`src/rtl/timer_pwm_pkg.sv`:
```
// Shared types and constants for the multi-channel PWM timer.
// Build option: define TIMER_PWM_CAPTURE_EN to add per-channel input capture
// (see timer_pwm_chan and timer_pwm_mc).
package timer_pwm_pkg;

  // Default widths for the timer core
  localparam int unsigned DEF_NCH   = 4;
  localparam int unsigned DEF_CNT_W = 16;
  localparam int unsigned DEF_PSC_W = 32;

  // Per-channel alignment mode, as seen on i_center
  localparam logic MODE_EDGE   = 1'b0;
  localparam logic MODE_CENTER = 1'b1;

  // Counting direction of a channel
  typedef enum logic [0:0] {
    ST_UP   = 1'b0,
    ST_DOWN = 1'b1
  } cnt_state_t;

endpackage

```
`src/rtl/timer_pwm_chan.sv`:
```
// One PWM channel: counter, UP/DOWN state, shadow period/compare/mode, registered
// PWM output and period event. Optional input capture when TIMER_PWM_CAPTURE_EN
// is defined.
//
// Ports:
//   clk, rst      clock, asynchronous active-high reset
//   tick          shared prescaler tick (1 clk wide)
//   enable        channel run enable
//   center        requested mode (1 = centre-aligned), shadowed
//   pol           output polarity, 1 inverts the PWM
//   period        requested period, shadowed
//   compare       requested duty compare, shadowed
//   counter       live counter
//   dir           1 while counting down
//   period_evt    1-clk pulse coincident with the counter wrap
//   pwm           registered PWM output
//   capture       (TIMER_PWM_CAPTURE_EN) asynchronous capture input
//   capture_val   (TIMER_PWM_CAPTURE_EN) counter value captured on a rising edge
//   capture_vld   (TIMER_PWM_CAPTURE_EN) 1-clk pulse when capture_val is updated
module timer_pwm_chan
  import timer_pwm_pkg::*;
#(
  parameter int unsigned CNT_W = DEF_CNT_W
) (
  input  logic             clk,
  input  logic             rst,
  input  logic             tick,
  input  logic             enable,
  input  logic             center,
  input  logic             pol,
  input  logic [CNT_W-1:0] period,
  input  logic [CNT_W-1:0] compare,
`ifdef TIMER_PWM_CAPTURE_EN
  input  logic             capture,
  output logic [CNT_W-1:0] capture_val,
  output logic             capture_vld,
`endif
  output logic [CNT_W-1:0] counter,
  output logic             dir,
  output logic             period_evt,
  output logic             pwm
);

  localparam logic [CNT_W-1:0] ONE = CNT_W'(1);

  cnt_state_t       state_q, state_d;
  logic [CNT_W-1:0] cnt_q, cnt_d;
  logic [CNT_W-1:0] per_act_q, per_act_d;
  logic [CNT_W-1:0] cmp_act_q, cmp_act_d;
  logic             mode_act_q, mode_act_d;
  logic             evt_q, evt_d;
  logic             pwm_q, pwm_d;
  logic             wrap;
  logic             commit;

  // State register
  always_ff @(posedge clk or posedge rst) begin
    if (rst) begin
      state_q    <= ST_UP;
      cnt_q      <= '0;
      per_act_q  <= '0;
      cmp_act_q  <= '0;
      mode_act_q <= MODE_EDGE;
      evt_q      <= 1'b0;
      pwm_q      <= 1'b0;
    end else begin
      state_q    <= state_d;
      cnt_q      <= cnt_d;
      per_act_q  <= per_act_d;
      cmp_act_q  <= cmp_act_d;
      mode_act_q <= mode_act_d;
      evt_q      <= evt_d;
      pwm_q      <= pwm_d;
    end
  end

  // Next-state logic
  always_comb begin
    state_d = state_q;
    cnt_d   = cnt_q;
    wrap    = 1'b0;
    if (!enable) begin
      state_d = ST_UP;
      cnt_d   = '0;
    end else if (tick) begin
      if (per_act_q == '0) begin
        wrap = 1'b1;
      end else if (mode_act_q == MODE_CENTER) begin
        unique case (state_q)
          ST_UP: begin
            if (cnt_q == per_act_q) begin
              // Period of 1 would turn around at 0 and underflow; wrap straight
              // from the top instead, which keeps the 2*period tick length.
              if (per_act_q == ONE) begin
                wrap = 1'b1;
              end else begin
                state_d = ST_DOWN;
                cnt_d   = cnt_q - ONE;
              end
            end else begin
              cnt_d = cnt_q + ONE;
            end
          end
          ST_DOWN: begin
            if (cnt_q == ONE) begin
              wrap = 1'b1;
            end else begin
              cnt_d = cnt_q - ONE;
            end
          end
        endcase
      end else begin
        if (cnt_q == per_act_q) begin
          wrap = 1'b1;
        end else begin
          cnt_d = cnt_q + ONE;
        end
      end
      if (wrap) begin
        // Every period, and every newly committed mode, starts UP from 0
        state_d = ST_UP;
        cnt_d   = '0;
      end
    end
  end

  // Shadows follow the inputs while disabled and load only at a wrap otherwise,
  // so the counter can never sit above the active period.
  assign commit     = !enable || wrap;
  assign per_act_d  = commit ? period  : per_act_q;
  assign cmp_act_d  = commit ? compare : cmp_act_q;
  assign mode_act_d = commit ? center  : mode_act_q;

  // Output logic
  always_comb begin
    evt_d = wrap;
    pwm_d = pol;
    if (enable) begin
      pwm_d = (cnt_q < cmp_act_q) ^ pol;
    end
    counter    = cnt_q;
    dir        = (state_q == ST_DOWN);
    period_evt = evt_q;
    pwm        = pwm_q;
  end

`ifdef TIMER_PWM_CAPTURE_EN
  logic [2:0]       cap_sync_q;
  logic             cap_edge;
  logic             cap_vld_q;
  logic [CNT_W-1:0] cap_val_q;

  // Bits [1:0] synchronise, bit [2] is the previous synchronised sample
  assign cap_edge = cap_sync_q[1] & ~cap_sync_q[2];

  always_ff @(posedge clk or posedge rst) begin
    if (rst) begin
      cap_sync_q <= '0;
      cap_vld_q  <= 1'b0;
      cap_val_q  <= '0;
    end else begin
      cap_sync_q <= {cap_sync_q[1:0], capture};
      cap_vld_q  <= enable & cap_edge;
      // Store the counter value being loaded on this edge, so capture_val matches
      // counter while capture_vld is high.
      if (enable && cap_edge) begin
        cap_val_q <= cnt_d;
      end
    end
  end

  assign capture_val = cap_val_q;
  assign capture_vld = cap_vld_q;
`endif

endmodule

```
`src/rtl/timer_pwm_mc.sv`:
```
// N-channel PWM timer core: a shared prescaler plus NCH independent channels,
// each edge- or centre-aligned with glitch-free shadowed period/compare updates.
// Build option: TIMER_PWM_CAPTURE_EN adds per-channel input capture ports.
//
// Ports:
//   clk, rst        clock, asynchronous active-high reset
//   i_enable        per-channel run enable
//   i_center        per-channel mode, 1 = centre-aligned (shadowed)
//   i_pol           per-channel output polarity, 1 inverts
//   i_prescaler     tick every (i_prescaler+1) clk
//   i_period        per-channel period, channel k at [k*CNT_W +: CNT_W] (shadowed)
//   i_compare       per-channel duty compare, same packing (shadowed)
//   o_counter       live counters, same packing
//   o_dir           1 = counting down
//   o_period_evt    1-clk pulse at each period boundary
//   o_pwm           registered PWM outputs
//   i_capture       (TIMER_PWM_CAPTURE_EN) capture inputs
//   o_capture_val   (TIMER_PWM_CAPTURE_EN) captured counter values
//   o_capture_vld   (TIMER_PWM_CAPTURE_EN) capture valid pulses
module timer_pwm_mc
  import timer_pwm_pkg::*;
#(
  parameter int unsigned NCH   = DEF_NCH,
  parameter int unsigned CNT_W = DEF_CNT_W,
  parameter int unsigned PSC_W = DEF_PSC_W
) (
  input  logic                 clk,
  input  logic                 rst,
  input  logic [NCH-1:0]       i_enable,
  input  logic [NCH-1:0]       i_center,
  input  logic [NCH-1:0]       i_pol,
  input  logic [PSC_W-1:0]     i_prescaler,
  input  logic [NCH*CNT_W-1:0] i_period,
  input  logic [NCH*CNT_W-1:0] i_compare,
`ifdef TIMER_PWM_CAPTURE_EN
  input  logic [NCH-1:0]       i_capture,
  output logic [NCH*CNT_W-1:0] o_capture_val,
  output logic [NCH-1:0]       o_capture_vld,
`endif
  output logic [NCH*CNT_W-1:0] o_counter,
  output logic [NCH-1:0]       o_dir,
  output logic [NCH-1:0]       o_period_evt,
  output logic [NCH-1:0]       o_pwm
);

  logic [PSC_W-1:0] psc_cnt_q, psc_cnt_d;
  logic             any_en;
  logic             tick;

  assign any_en = |i_enable;
  // >= rather than == so a prescaler value lowered below the running count
  // terminates the current tick interval instead of running through overflow.
  assign tick   = any_en && (psc_cnt_q >= i_prescaler);

  always_comb begin
    psc_cnt_d = psc_cnt_q + PSC_W'(1);
    if (!any_en || tick) begin
      psc_cnt_d = '0;
    end
  end

  always_ff @(posedge clk or posedge rst) begin
    if (rst) begin
      psc_cnt_q <= '0;
    end else begin
      psc_cnt_q <= psc_cnt_d;
    end
  end

  for (genvar k = 0; k < NCH; k++) begin : g_chan
    timer_pwm_chan #(
      .CNT_W(CNT_W)
    ) u_chan (
      .clk         (clk),
      .rst         (rst),
      .tick        (tick),
      .enable      (i_enable[k]),
      .center      (i_center[k]),
      .pol         (i_pol[k]),
      .period      (i_period[k*CNT_W +: CNT_W]),
      .compare     (i_compare[k*CNT_W +: CNT_W]),
`ifdef TIMER_PWM_CAPTURE_EN
      .capture     (i_capture[k]),
      .capture_val (o_capture_val[k*CNT_W +: CNT_W]),
      .capture_vld (o_capture_vld[k]),
`endif
      .counter     (o_counter[k*CNT_W +: CNT_W]),
      .dir         (o_dir[k]),
      .period_evt  (o_period_evt[k]),
      .pwm         (o_pwm[k])
    );
  end

endmodule

```
`config.mk`:
```
export PLATFORM = sky130hd
export DESIGN_NAME = timer_pwm_mc
export DESIGN_NICKNAME = d
export VERILOG_FILES = /design/src/rtl/timer_pwm_pkg.sv /design/src/rtl/timer_pwm_chan.sv /design/src/rtl/timer_pwm_mc.sv
export SDC_FILE = /design/constraint.sdc
export NUM_CORES = 1
export LEC_CHECK = 0
export ABC_AREA = 1
export BUFFER_PORTS_ARGS = -buffer_cell sky130_fd_sc_hd__buf_4
export CAP_MARGIN = 0
export CORE_ASPECT_RATIO = 1.1
export CORE_MARGIN = 5
export CORE_UTILIZATION = 45
export DETAILED_ROUTE_END_ITERATION = 8
export GPL_ROUTABILITY_DRIVEN = 0
export PLACE_DENSITY = 0.65
export RECOVER_POWER = 100
export SLEW_MARGIN = 15
export SYNTH_ARGS = -nofsm -noshare
export SYNTH_HDL_FRONTEND = slang
export SYNTH_SLANG_ARGS = --single-unit
```
`constraint.sdc`:
```
create_clock -name clk -period 10.9 [get_ports clk]
set_input_delay 0.545 -clock clk [delete_from_list [all_inputs] [get_ports clk]]
set_output_delay 0.545 -clock clk [all_outputs]
set_load 0.05 [all_outputs]
```
==> metrics, run 1 <==
run status finished with violations; violated checks capacitance limit, slew limit; WL/cell 14.9 µm; number of vias per cell 5.08; sequential share of the synthesized area 0.354; std cell rows 74; final core utilization 0.524; Reg clk slew, reported paths 0.06 ns; Max Clock Skew 0.0164 ns; top cell type's share of synthesized area 0.354; drt total wl 47900 µm; htree depth 1; nature of the critical path endpoint asynchronous set/reset pin; cts repair resizes 0; largest net degree at the start of global routing 103; die width 195 µm; cell family with most CP delay buffers and inverters; pwr/cell area 144 mW/mm²; first-pass GRT wire length 78600 µm; Max VDD drop 0.000146 V; Mapped Cells 2512; Crit Path Max Fanout 102; Synth Cell Area 0.0170 mm²; DRC viols 0; worst path arrival time 5.93 ns; CTS tree yes; setup_tns 0 ns; Setup Fix Bufs, Post-CTS 0; Final Critical Period 6.10 ns; leakage power 11.0 nW; critical path class input port to asynchronous set/reset pin; DP HPWL 35700 µm; via count 16400; endpoints failing setup 0; hold buffers post-CTS 0; CP cell instances clkbuf_4, clkinvlp_2, clkbuf_1; die area 0.0417 mm²; Hold Crit Class input port to register; Crit-path slowest cell clkbuf_1; Root Driver clkbuf_16; Sink Count 240; final layout net count 2978; CP required 10.73 ns; clk_lat worst skew 0.57 ns; CTS max path bufs 3; count of input and output buffers 249; Initial Utilization 0.456; Max Cap Viol 3; total global-route track usage 0.226; Max-Slew Margin vs Limit -1.97; main flop type after synthesis dfrtp_1; Synth area leader dfrtp_1; vias in the first global route 15800; RSZ-0062 raised after global routing false; TritonRoute pass-1 iters 5; I/O Pins 250; GR Overflow Total 0; ranking of synthesized cells by area dfrtp_1 (35%), nand2_1 (22%), ha_1 (7.7%); Final Hold Fails 0; worst-margin pin slew 4.42 ns; First DRT Iteration DRCs 1120; Routed Antenna Nets 0; Avg Cell Area, Syn 6.76 µm²; Core ar. 0.0372 mm²; die height 214 µm; Max stage delay on crit path 2.71 ns; Unique masters post-synth 40; CP Buf/Inv Count 3; share of layout cells above drive strength 1 0.0992; warnings from Yosys 0; Layout area overhead 14.9%; Post-Syn Nets 2791; Tcrit/Tclk final 0.559; fmax 164 MHz; startpoint types input port; Max Slew Vio Count 211; antenna violations before repair 9; Synth Register Bits 240; Post-synth ARST share 1.00; Num CTS Buffers 30; Post-synth EDFFs 0
[where the power goes]
group	total (mW)	internal (mW)	switching (mW)
combinational	0.684	0.253	0.431
clock	0.995	0.606	0.389
sequential	1.13	1.01	0.121
total	2.81	1.87	0.942
[layout by cell type (no fill, tap or decap), types with 7 or more instances in the layout]
| master | Yosys | final |
|---|---|---|
| buf_4 | 36 | 174 |
| nor4_1 | 12 | 12 |
| nand4_1 | 82 | 82 |
| nand3b_1 | 21 | 21 |
| a21oi_1 | 54 | 54 |
| inv_2 | 22 | 21 |
| clkbuf_16 | 0 | 31 |
| nand3_1 | 227 | 230 |
| nor3_1 | 46 | 46 |
| ha_1 | 105 | 105 |
| xor2_1 | 41 | 41 |
| o21a_1 | 7 | 7 |
| nor2_1 | 176 | 177 |
| clkbuf_1 | 13 | 87 |
| xnor2_1 | 12 | 12 |
| o21ai_0 | 24 | 24 |
| clkinv_2 | 1 | 8 |
| inv_1 | 290 | 290 |
| nand2_1 | 1002 | 1010 |
| dfrtp_1 | 240 | 240 |
[registers in the layout (all words and copies together), names as in the netlist]
register	flops
g_chan.u_chan.cmp_act_q	64
g_chan.u_chan.counter	64
g_chan.u_chan.per_act_q	64
psc_cnt_q	32
g_chan.u_chan.dir	4
g_chan.u_chan.mode_act_q	4
g_chan.u_chan.period_evt	4
g_chan.u_chan.pwm	4
[tightest hold or removal path, cell delays in order]
cell,delay [ns]
buf_4,0.07
nand2_1,0.04
nand2_1,0.04
[per-layer routing]
layer / GRT usage / wire [µm] / vias to the layer above
li1: - / - / 8303
met1: 0.295 / 20900 / 7556
met2: 0.384 / 22800 / 410
met3: 0.0445 / 2980 / 77
met4: 0.0660 / 1070 / 10
met5: 0 / 62 / -
[final timing paths]
path                            slack (ns)  cells past startpoint                            end                          start
worst max-delay path                  4.80                      3    g_chan[0].u_chan.counter[3]                            rst
worst min-delay path                  0.17                      3  g_chan[1].u_chan.per_act_q[9]                   i_period[25]
worst min register to register        0.46                      2  g_chan[2].u_chan.cmp_act_q[6]  g_chan[2].u_chan.cmp_act_q[6]
max in group clk                      5.31                     12           g_chan[1].u_chan.dir                  psc_cnt_q[31]
worst max register to register        5.31                     12           g_chan[1].u_chan.dir                  psc_cnt_q[31]
min in group asynchronous             1.35                      2  g_chan[2].u_chan.per_act_q[4]                            rst
[cell type report]
| class | instances | area [µm²] |
|---|---|---|
| fillers | 3873 | 17700 |
| multi-input cells | 1860 | 9100 |
| flip-flops and latches | 240 | 6010 |
| repair buffers | 254 | 1610 |
| inverters | 313 | 1180 |
| clock buffers | 45 | 888 |
| well taps | 494 | 618 |
| clock inverters | 11 | 108 |
| diodes | 3 | 7.51 |
[synthesized netlist by cell type (6+ instances only)]
cell type and number:
nand3_1 227, ha_1 105, buf_6 10, inv_2 22, nand3b_1 21, a21oi_1 54, o21ai_0 24, nor2_2 7
nand2_4 6, clkbuf_1 13, nor4_1 12, buf_4 36, xor2_1 41, nor3_1 46, nand2_1 1002, nor2_1 176
inv_1 290, o21a_1 7, dfrtp_1 240, nand3_2 6, buf_2 38, nand4_1 82, nand2_2 10, xnor2_1 12
[kinds of logic (layout without fill, tap and decap cells)]
kind of cell               count (synthesis)  in the layout  share of synthesized area
buffers and inverters                    412            623                      0.107
DFF                                      240            240                      0.354
adders and majority gates                105            105                     0.0774
AOI/OAI and AO/OA                         93             93                     0.0295
other                                      0              3                          0
and+or+nand+nor                         1609           1609                      0.405
xor gates and xnor gates                  53             53                     0.0273
[metrics by stage]
stage / setup WS, ns / instances / hold slack, ns / area [µm²] / power, mW
floorplan: 3.77 / 2512 / 0.442 / 17000 / 1.63
global placement: 6.87 / 3161 / 0.457 / 18900 / 1.82
detailed placement: 6.75 / 3161 / 0.458 / 18900 / 1.84
CTS: 6.97 / 3217 / 0.127 / 19900 / 2.86
global route: 3.31 / 3220 / 0.139 / 19500 / 3.01
finish: 4.80 / 3220 / 0.170 / 19500 / 2.81
(Power assumes the default switching activity.)
==> run 2: changes to the inputs <==
--- a/config.mk
+++ b/config.mk
@@ -5,7 +5,7 @@
 export SDC_FILE = /design/constraint.sdc
 export NUM_CORES = 1
 export LEC_CHECK = 0
-export ABC_AREA = 1
+export ABC_AREA = 0
 export BUFFER_PORTS_ARGS = -buffer_cell sky130_fd_sc_hd__buf_4
 export CAP_MARGIN = 0
 export CORE_ASPECT_RATIO = 1.1
@@ -13,7 +13,7 @@
 export CORE_UTILIZATION = 45
 export DETAILED_ROUTE_END_ITERATION = 8
 export GPL_ROUTABILITY_DRIVEN = 0
-export PLACE_DENSITY = 0.65
+export PLACE_DENSITY = 0.66
 export RECOVER_POWER = 100
 export SLEW_MARGIN = 15
 export SYNTH_ARGS = -nofsm -noshare
==> constraint.sdc (replaced) <==
create_clock -name clk -period 5.9 [get_ports clk]
set_input_delay 0.295 -clock clk [delete_from_list [all_inputs] [get_ports clk]]
set_output_delay 0.295 -clock clk [all_outputs]
set_load 0.05 [all_outputs]
==> metrics, run 2 <==
run status finished with violations (unchanged); violated checks capacitance limit, slew limit (unchanged); cts repair resizes 0 (unchanged); DP HPWL 30800 µm (was 35700 µm); sequential share of the synthesized area 0.388 (was 0.354); drt total wl 43500 µm (was 47900 µm); htree depth 1 (unchanged); final layout net count 2190 (was 2978); Mapped Cells 1554 (was 2512); Max stage delay on crit path 1.36 ns (was 2.71 ns); std cell rows 71 (was 74); GR Overflow Total 0 (unchanged); Avg Cell Area, Syn 9.96 µm² (was 6.76 µm²); cell family with most CP delay buffers and inverters (unchanged); RSZ-0062 raised after global routing false (unchanged); die height 205 µm (was 214 µm); most frequent cells in the layout dfrtp_1 (240), buf_4 (180), inv_1 (157), dlygate4sd3_1 (133), ha_1 (105) (was nand2_1 (1010), inv_1 (290), dfrtp_1 (240), nand3_1 (230), nor2_1 (177)); vias in the first global route 13500 (was 15800); pwr/cell area 276 mW/mm² (was 144 mW/mm²); hold buffers post-CTS 133 (was 0); Max VDD drop 0.000243 V (was 0.000146 V); hold slack 0.0543 ns (was 0.170 ns); leakage power 9.12 nW (was 11.0 nW); CP required 6.32 ns (was 10.73 ns); Synth Cell Area 0.0155 mm² (was 0.0170 mm²); share of layout cells above drive strength 1 0.186 (was 0.0992); CTS max path bufs 3 (unchanged); antenna violations before repair 5 (was 9); fmax 230 MHz; Reg clk slew, reported paths 0.06 ns (about the same); die area 0.0382 mm² (was 0.0417 mm²); Crit Path Max Fanout 34 (was 102); Root Driver clkbuf_16 (unchanged); final core utilization 0.573 (was 0.524); Final Critical Period 4.36 ns; Layout area overhead 26.4% (was 14.9%); Unique masters post-synth 84 (was 40); largest net degree at the start of global routing 139 (was 103); I/O Pins 250 (unchanged); startpoint types register (was input port); Max Cap Viol 5 (was 3); Sink Count 240 (unchanged); Post-Place Worst Slack 2.04 ns (was 6.75 ns); Tcrit/Tclk final 0.738; Core ar. 0.0341 mm² (was 0.0372 mm²); Initial Utilization 0.454 (was 0.456); Post-synth EDFFs 0 (unchanged); final setup margin 1.54 ns (was 4.80 ns); endpoints failing setup 0 (unchanged); Hold Crit Class input port to register (unchanged); Placed Instance Area 0.0176 mm² (was 0.0189 mm²); CP Buf/Inv Count 2 (was 3); Setup Fix Bufs, Post-CTS 0 (unchanged); top cell type's share of synthesized area 0.388 (was 0.354); most common cell in the netlist dfrtp_1 (was nand2_1); First DRT Iteration DRCs 623 (was 1120); design area 0.0196 mm² (was 0.0195 mm²); Max Slew Vio Count 161 (was 211); number of vias per cell 5.57 (was 5.08); die width 187 µm (was 195 µm); TritonRoute pass-1 iters 5 (unchanged); critical path class register to register (was input port to asynchronous set/reset pin); Crit-path slowest cell clkbuf_1 (unchanged); Synth area leader dfrtp_1 (unchanged); Routed Antenna Nets 0 (unchanged); Final Hold Fails 0 (unchanged); clk_lat worst skew 0.56 ns (was 0.57 ns); Max-Slew Margin vs Limit -0.267 (was -1.97); worst-margin pin slew 1.90 ns (was 4.42 ns); FILL cells 3010 (was 3873); Synth Register Bits 240 (unchanged); DRC viols 0 (unchanged); Post-Syn Nets 1833 (was 2791); Post-synth ARST share 1.00 (unchanged); ranking of synthesized cells by area dfrtp_1 (39%), ha_1 (8.5%), mux2_2 (7.3%) (was dfrtp_1 (35%), nand2_1 (22%), ha_1 (7.7%)); nature of the critical path endpoint register (was asynchronous set/reset pin); worst path arrival time 4.78 ns (was 5.93 ns); CP cell instances ha_1, a21oi_1, o21ai_0, a211oi_1, nor2_1, nor3_2, buf_4, nand2b_1, clkbuf_1, mux2_2 (was clkbuf_4, clkinvlp_2, clkbuf_1); most common cell after layout, fill and taps aside dfrtp_1 (was nand2_1); Max Clock Skew 0.0175 ns (was 0.0164 ns); first-pass GRT wire length 71200 µm (was 78600 µm); total global-route track usage 0.223 (was 0.226); count of input and output buffers 249 (unchanged); Num CTS Buffers 29 (was 30); main flop type after synthesis dfrtp_1 (unchanged); setup_tns 0 ns (unchanged); Synth top cells by count dfrtp_1 (240), inv_1 (158), ha_1 (105) (was nand2_1 (1002), inv_1 (290), dfrtp_1 (240)); CTS tree yes (unchanged); warnings from Yosys 0 (unchanged); WL/cell 18.3 µm (was 14.9 µm); via count 13200 (was 16400)
## run 2: cell types whose count changed after synthesis, moves of 47 or more
cell     change
nand2_1    -949
nor2_1      -79
nand3_1    -170
mux2_2     +101
inv_1      -132
o21ai_0     +47
xnor2_1     +52
## run 2: cell type report
cell class | instances | area, µm² | area share
diodes | 3 | 7.51 | 0.000384
clock buffers | 39 | 823 | 0.0421
flip-flops and latches | 240 | 6010 | 0.307
clock inverters | 14 | 229 | 0.0117
well taps | 438 | 548 | 0.0280
multi-input cells | 1085 | 8330 | 0.426
repair buffers | 397 | 3020 | 0.154
inverters | 158 | 594 | 0.0304
## run 2: path summary, 6_finish.rpt
check / slack [ns] / cells after the start / startpoint / endpoint
max in group asynchronous: 2.86 / 4 / rst / g_chan[0].u_chan.counter[12]
setup / recovery: 1.54 / 10 / psc_cnt_q[9] / g_chan[2].u_chan.cmp_act_q[12]
hold reg to reg: 0.49 / 1 / g_chan[3].u_chan.cmp_act_q[8] / g_chan[3].u_chan.cmp_act_q[8]
min in group asynchronous: 0.62 / 3 / rst / g_chan[3].u_chan.cmp_act_q[14]
setup reg to reg: 1.54 / 10 / psc_cnt_q[9] / g_chan[2].u_chan.cmp_act_q[12]
hold / removal: 0.05 / 3 / i_enable[1] / g_chan[1].u_chan.period_evt
## run 2: power by group
part           internal [mW]  leakage (nW)  switching (mW)
Sequential              1.89          3.03           0.305
Clock                   1.24         0.514           0.718
Combinational          0.594          5.58           0.647
Total                   3.72          9.12            1.67
## run 2: logic make-up after synthesis
logic type / after synthesis / synth area share
buffers and inverters: 229 / 0.0675
and+or+nand+nor: 435 / 0.155
AOI/OAI and AO/OA: 300 / 0.136
xor gates and xnor gates: 98 / 0.0559
adders and majority gates: 105 / 0.0849
DFF: 240 / 0.388
muxes: 147 / 0.113
## run 2: metrics by stage
step / power (mW) / cells
final: 5.39 / 2374
after global routing: 5.71 / 2374
after CTS: 5.52 / 2371
after detailed placement: 3.45 / 2185
after global placement: 3.41 / 2185
after floorplan: 3.07 / 1554
## run 2: worst min-delay path: cells and delay by family
family	cells	cell delay (ns)
AND/OR/NAND/NOR	2	0.14
buffers and inverters	1	0.13
## run 2: metal layers
metal	global-route usage	part of all wire	up-vias
li1	-	-	6330
met1	0.291	0.43	6435
met4	0.0552	0.019	4
met5	0	0.00064	-
met3	0.0498	0.064	63
met2	0.380	0.48	381
